<file path="src/rtl/sync_updown_counter_if.sv">
// rtl/sync_updown_counter_if.sv - control/status bundle for the synchronous up/down counter
interface sync_updown_counter_if #(
  parameter int WIDTH = 4
);
  logic             en;
  logic             up_dn;
  logic             clr;
  logic             load;
  logic [WIDTH-1:0] d;
  logic [WIDTH-1:0] q;
  logic             tc;
  logic             wrap;
  logic             ovf;

  modport master (
    output en, up_dn, clr, load, d,
    input  q, tc, wrap, ovf
  );

  modport slave (
    input  en, up_dn, clr, load, d,
    output q, tc, wrap, ovf
  );
endinterface

</file>
<file path="src/rtl/sync_updown_counter.sv">
// rtl/sync_updown_counter.sv - parametrised modulo-N synchronous up/down counter with wrap/saturate
module sync_updown_counter #(
  parameter int              WIDTH    = 4,
  parameter longint unsigned MOD      = 16,
  parameter int              SATURATE = 0
) (
  input  logic                  clk,
  input  logic                  rst,
  sync_updown_counter_if.slave  bus
);

  // The modulus may equal 2^WIDTH, so the top value is formed one bit wider before being narrowed.
  localparam logic [WIDTH:0]   TOP_EXT = (WIDTH+1)'(MOD - 1);
  localparam logic [WIDTH-1:0] TOP     = TOP_EXT[WIDTH-1:0];
  localparam logic [WIDTH-1:0] ONE     = WIDTH'(1);

  logic [WIDTH-1:0] q_r;
  logic             wrap_r;
  logic             ovf_r;
  logic             at_top;
  logic             at_zero;
  logic [WIDTH-1:0] load_val;

  assign at_top  = (q_r == TOP);
  assign at_zero = (q_r == '0);

  // Out-of-range load values clamp to the top of the count range.
  assign load_val = ({1'b0, bus.d} > TOP_EXT) ? TOP : bus.d;

  // Terminal count is combinational so a cascaded chain adds no latency.
  assign bus.tc = bus.en & ((bus.up_dn & at_top) | (~bus.up_dn & at_zero));

  assign bus.q    = q_r;
  assign bus.wrap = wrap_r;
  assign bus.ovf  = ovf_r;

  // Count state: rst > clr > load > en > hold; a bound event pulses wrap and sets sticky ovf.
  always_ff @(posedge clk) begin
    if (rst) begin
      q_r    <= '0;
      wrap_r <= 1'b0;
      ovf_r  <= 1'b0;
    end else if (bus.clr) begin
      q_r    <= '0;
      wrap_r <= 1'b0;
      ovf_r  <= 1'b0;
    end else if (bus.load) begin
      q_r    <= load_val;
      wrap_r <= 1'b0;
    end else if (bus.en) begin
      if (bus.up_dn) begin
        if (at_top) begin
          q_r    <= (SATURATE != 0) ? TOP : '0;
          wrap_r <= 1'b1;
          ovf_r  <= 1'b1;
        end else begin
          q_r    <= q_r + ONE;
          wrap_r <= 1'b0;
        end
      end else begin
        if (at_zero) begin
          q_r    <= (SATURATE != 0) ? '0 : TOP;
          wrap_r <= 1'b1;
          ovf_r  <= 1'b1;
        end else begin
          q_r    <= q_r - ONE;
          wrap_r <= 1'b0;
        end
      end
    end else begin
      wrap_r <= 1'b0;
    end
  end

endmodule
</file>
<file path="src/flat_wrapper.sv">
// flat-port wrapper written by rule: the top's interface ports become plain ports
module sync_updown_counter_flat 
#(
  parameter int              WIDTH    = 4,
  parameter longint unsigned MOD      = 16,
  parameter int              SATURATE = 0
)
  (clk, rst, bus_en, bus_up_dn, bus_clr, bus_load, bus_d, bus_q, bus_tc, bus_wrap, bus_ovf);
  sync_updown_counter_if #(.WIDTH(WIDTH)) bus_i ();
  input  logic clk;
  input  logic rst;
  input wire logic [$bits(bus_i.en)-1:0] bus_en;
  input wire logic [$bits(bus_i.up_dn)-1:0] bus_up_dn;
  input wire logic [$bits(bus_i.clr)-1:0] bus_clr;
  input wire logic [$bits(bus_i.load)-1:0] bus_load;
  input wire logic [$bits(bus_i.d)-1:0] bus_d;
  output wire logic [$bits(bus_i.q)-1:0] bus_q;
  output wire logic [$bits(bus_i.tc)-1:0] bus_tc;
  output wire logic [$bits(bus_i.wrap)-1:0] bus_wrap;
  output wire logic [$bits(bus_i.ovf)-1:0] bus_ovf;
  assign bus_i.en = bus_en;
  assign bus_i.up_dn = bus_up_dn;
  assign bus_i.clr = bus_clr;
  assign bus_i.load = bus_load;
  assign bus_i.d = bus_d;
  assign bus_q = bus_i.q;
  assign bus_tc = bus_i.tc;
  assign bus_wrap = bus_i.wrap;
  assign bus_ovf = bus_i.ovf;
  sync_updown_counter #(.WIDTH(WIDTH), .MOD(MOD), .SATURATE(SATURATE)) u_core (.clk(clk), .rst(rst), .bus(bus_i));
endmodule
</file>
<file path="config.mk">
export PLATFORM = sky130hd
export DESIGN_NAME = sync_updown_counter_flat
export DESIGN_NICKNAME = d
export VERILOG_FILES = /design/src/rtl/sync_updown_counter_if.sv /design/src/rtl/sync_updown_counter.sv /design/src/flat_wrapper.sv
export SDC_FILE = /design/constraint.sdc
export NUM_CORES = 1
export LEC_CHECK = 0
export CORE_UTILIZATION = 25
export CTS_CLUSTER_DIAMETER = 50
export DETAILED_ROUTE_END_ITERATION = 7
export PLACE_DENSITY_LB_ADDON = 0.15
export SETUP_SLACK_MARGIN = 0.15
export SKIP_LAST_GASP = 1
export SLEW_MARGIN = 30
export SYNTH_ARGS = -nofsm -noshare
export SYNTH_HDL_FRONTEND = slang
export SYNTH_SLANG_ARGS = --single-unit
export TNS_END_PERCENT = 10
</file>
<file path="constraint.sdc">
create_clock -name clk -period 1.6 [get_ports clk]
set_input_delay 0.4 -clock clk [delete_from_list [all_inputs] [get_ports clk]]
set_output_delay 0.4 -clock clk [all_outputs]
set_load 0.02 [all_outputs]
</file>
# --- Word-level counts from Yosys, hierarchy flattened ---
# Cells that the tools add are included.
totals:
  regBits: 6
  in_bits: 10
  output_inout_bits: 7
op_classes:
  n_addsub: 2
  eq_ne: 2
  mux: 11
  bitwise: 7
  reduce_logical: 6
ops:
  columns: ["cell", "count"]
  rows:
  - ["$mux W4", 5]
  - ["$mux W1", 6]
  - ["$add A4 B1 Y4 const B", 1]
  - ["$eq A4 B4 Y1 const B", 1]
  - ["$logic_not A4 Y1", 1]
  - ["$reduce_and A4 Y1", 1]
  - ["$reduce_bool A2 Y1", 2]
  - ["$reduce_or A4 Y1", 1]
  - ["$sub A4 B1 Y4 const B", 1]
  - ["$and A1 B1 Y1", 3]
  - ["$not A1 Y1", 3]
  - ["$ne A2 B1 Y1 const B", 1]
  - ["$reduce_or A2 Y1", 1]
  - ["$or A1 B1 Y1", 1]

# --- Depth between registers and ports, before layout ---
depth:
  ltp_word: 5
  mapped_depth: 5

# --- Worst setup path before layout ---
# No wires, ideal clock.
synth_timing:
  path_kind: "register -> output"
  start: "register u_core.q_r[0] (netlist: u_core.bus.q[0])"
  end: "output bus_tc"
  arrival_time_ns: 1.556
  slack_ns: -0.356
  stages_incl_launch_ff: 5
  path_buffers: 0
  path_cell_list: "dfxtp_1 -> inv_1 -> ha_1 -> or4b_4 -> a21oi_1"
synth_between:
  elab_chain_cells: 4
  word_cells_on_any_way: 6
synth_rtl:
  columns: ["element", "line_no", "source"]
  rows:
  - ["from (decl)", "sync_updown_counter.sv:17", "logic [WIDTH-1:0] q_r;"]
  - ["from (signal assigned)", "sync_updown_counter.sv:48", "q_r <= load_val;"]
  - ["from (signal assigned)", "sync_updown_counter.sv:53", "q_r <= (SATURATE != 0) ? TOP : '0;"]
  - ["from (signal assigned)", "sync_updown_counter.sv:57", "q_r <= q_r + ONE;"]
  - ["$eq A4 B4 Y1 or $logic_not A4 Y1 (tied branches)", "sync_updown_counter.sv:24, sync_updown_counter.sv:25", null]
  - ["$and A1 B1 Y1", "sync_updown_counter.sv:31", "assign bus.tc = bus.en & ((bus.up_dn & at_top) | (~bus.up_dn & at_zero));"]
  - ["$or A1 B1 Y1 (*)", "sync_updown_counter.sv:31", null]
  - ["$and A1 B1 Y1 (*)", "sync_updown_counter.sv:31", null]
  - ["to (decl)", "flat_wrapper.sv:18", "output wire logic [$bits(bus_i.tc)-1:0] bus_tc;"]
# Every way passes the cells marked *; elsewhere a longest branch is shown, timed or not.

# --- Worst setup path after layout ---
layout_timing:
  start: "register u_core.q_r[1] (netlist: u_core.bus.q[1])"
  end: "output bus_tc"
# The elaborated chain is that of the path after synthesis.

==> impl_results.md <==
- # diodes: 0
- Internal: 0.3287 mW
- Cells after synthesis: 52
- Syn avg cell area: roughly 8.5 µm²
- Antenna violations before repair: 0
- Post-synth EDFFs: 0
- Fin area: a little under 800 µm²
- Max-slew headroom: 80.11%
- Initial DRC Count: 15
- Area delta synth->final: 75.42%
- Period utilization: 119.8%
- Via-to-Cell Ratio: about 5.2
- Syn Nets: 64
- Violated checks: setup timing
- Clock power frac: a little under a third
- Power Total: approximately 0.46 mW
- Port bufs: 16
- Final Hold Vio Count: 0
- Final setup viols: 8
- Worst-path fanout max: 2
- Commonest cells post-synth: 6 x dfxtp_1, 6 x inv_1, 4 x nand2_1
- Die area: approximately 0.002 mm²
- ANT nets after route: 0
- Max IR drop VDD: ~0.00024 V
- CTS Buf Count: 3
- First-pass GRT wire length: 2242 µm
- FP Rows: 14
- Psw: 0.1351 mW
- Area fraction of the dominant cell type after synthesis: between 20% and 30%
- Fillers: about 150
- GRT overflow: 0
- Hold buffer count at CTS: 0
- Worst-Margin Slew: just under 0.3 ns
- Slowest stage cell, crit path: or4b_4
- Synth top area cells: dfxtp_1 27%, a2111oi_4 6.2%, ha_1 5.6%
- CTS H-tree lvls: 1
- Die H: approximately 44 µm
- Vias: 514
- CP Cell Sequence: inv_4 -> ha_4 -> or4b_4 -> a21oi_4 -> buf_6
- Cell area after synthesis: between 400 and 500 µm²
- Initial core utilization: 28.10%
- CP arrival: 1.52 ns
- Yosys reg bits: 6
- Io pins: 17
- # clock sinks: 6
- Asr flop ratio synth: 0%
- Clk_skew: ~0.0012 ns
- Sequential power share: 34.6%
- Nets: 97
- Library cells used by synthesis: 30
- Final Core Density: roughly half
- RSZ-0062 raised after global routing: true
- GPL Wtd Cong: between 0.7 and 0.8
- CP required: between 1 and 1.5 ns
- Yosys warnings: 0
- Non-filler cells, final: a little under 100
- WS Path Type: flip-flop to output pin
- Area of the core: ~0.0016 mm²
- Status: complete, but fails checks
- Sw Ratio: 29.12%
- Final min period: about 1.9 ns
- First-pass DRT Iterations: 6
- Met1 usage: 21.55%
- Fraction of layout cells with a size suffix above 1: a little over a third
- Placement Cell Area: between 700 and 800 µm²
- Total routed wirelength: approximately 1400 µm
- Die Wd: 44.09 µm
- Met2 Resource Use GR: between 20% and 30%
- Skew-Pair Late Insertion Delay: about 0.24 ns
- Power per standard cell area: around 600 mW/mm²
- Leakage power total: 0.3076 nW
- Largest net degree at the start of global routing: 10
- Cells after DPL: 95
- Post-detail-place hpwl: between 1000 and 1500 µm
- CTS root buf: clkbuf_4
- Max-cap violations: 0
- Drt drc: 0
- CP max stage delay: 0.49 ns
- Critical path capture point type: output pin
- Global route hottest layer: met2
- WL/cell: between 10 and 15 µm
- Post-synthesis sequential area ratio: between 20% and 30%
- TritonCTS clock tree: yes
- Post-route setup slack: -0.3168 ns
- Clock Pin Slew Worst Setup and Hold Paths: 0.05 ns
- HP Class: flip-flop to flip-flop
- Fmax: 521.7 MHz
- Synth Flop Type: dfxtp_1
- Crit start category: flip-flop
- Synth area leader: dfxtp_1
- Max-slew violation count: 0
- Comb power frac: about a third
- GRT Util Overall: between 10% and 20%
- Total negative setup slack: -1.042 ns
- Met3 usage: under 10%
- Via count of the first global-routing pass: 507
- Clock Path Buffers: 2
## metrics by stage
step	setup WS, ns	hold WS (ns)
final	-0.3168	0.4588
after global routing	-0.3663	0.4856
after CTS	-0.3562	0.4625
after detailed placement	-0.8677	0.4513
after global placement	-0.8740	0.4365
after floorplan	-0.06383	0.4677
## layout make-up
type | count | area (µm²) | area share, %
Tap cell | 16 | 20.02 | 2.576
Clock buffer | 3 | 22.52 | 2.899
Sequential cell | 6 | 130.1 | 16.75
Timing Repair Buffer | 31 | 272.8 | 35.10
Multi-Input combinational cell | 37 | 304.0 | 39.13
Inverter | 6 | 27.53 | 3.543
## flip-flops by register name (all words and copies together), names as in the netlist
register	count
u_core.bus.q	4
u_core.bus.ovf	1
u_core.bus.wrap	1
## cells in the final DEF, fill, tap and decap left out, types with 3 or more instances in the layout
master / netlist / layout
clkdlybuf4s50_1: 0 / 14
buf_4: 0 / 15
inv_1: 6 / 4
nand2_1: 4 / 4
clkbuf_4: 0 / 3
## path summary, 6_finish.rpt
kind,from,end,slack [ns],depth (start not counted)
max,u_core.bus.q[1],bus_tc,-0.32,5
min,u_core.bus.ovf,u_core.bus.ovf,0.46,1
max reg2reg,u_core.bus.q[1],u_core.bus.ovf,-0.10,6
min reg2reg,u_core.bus.ovf,u_core.bus.ovf,0.46,1
## power by group through the flow
stage	sequential (mW)	clock, mW	combinational, mW
2_1_floorplan	0.174	0	0.0664
3_3_place_gp	0.162	0	0.156
3_5_place_dp	0.163	0	0.157
4_1_cts	0.160	0.148	0.161
5_1_grt	0.161	0.157	0.175
6_report	0.160	0.142	0.161
## metal layers
| layer | up-vias | part of all wire [%] |
|---|---|---|
| li1 | 257 | - |
| met1 | 234 | 49 |
| met2 | 16 | 44 |
| met3 | 7 | 3.5 |
| met4 | 0 | 3.4 |
| met5 | - | 0 |
## worst max-delay path: cells and delay by family (launching register included)
kind / cells / cell delay [ns]
flops: 1 / 0.34
simple gates: 1 / 0.49
buf+inv: 2 / 0.18
fa+ha+maj: 1 / 0.13
compound gates: 1 / 0.14
## kinds of logic after synthesis
group / after synthesis / share of synthesized area (%)
XOR/XNOR: 1 / 1.978
AND/OR/NAND/NOR: 19 / 27.12
flip-flops: 6 / 27.12
multiplexers: 1 / 2.260
buffers and inverters: 9 / 9.602
AO/OA/AOI/OAI: 14 / 26.27
adder cells (fa/ha/maj): 2 / 5.649
## what timing repair did
item,CTS,global route
setup endpoints to repair,11,12
pin swaps,3,1
gates resized for setup,7,1
setup buffers,1,0
endpoints found under the hold margin,0,0
No activity file was read; power rests on OpenSTA's default activity.
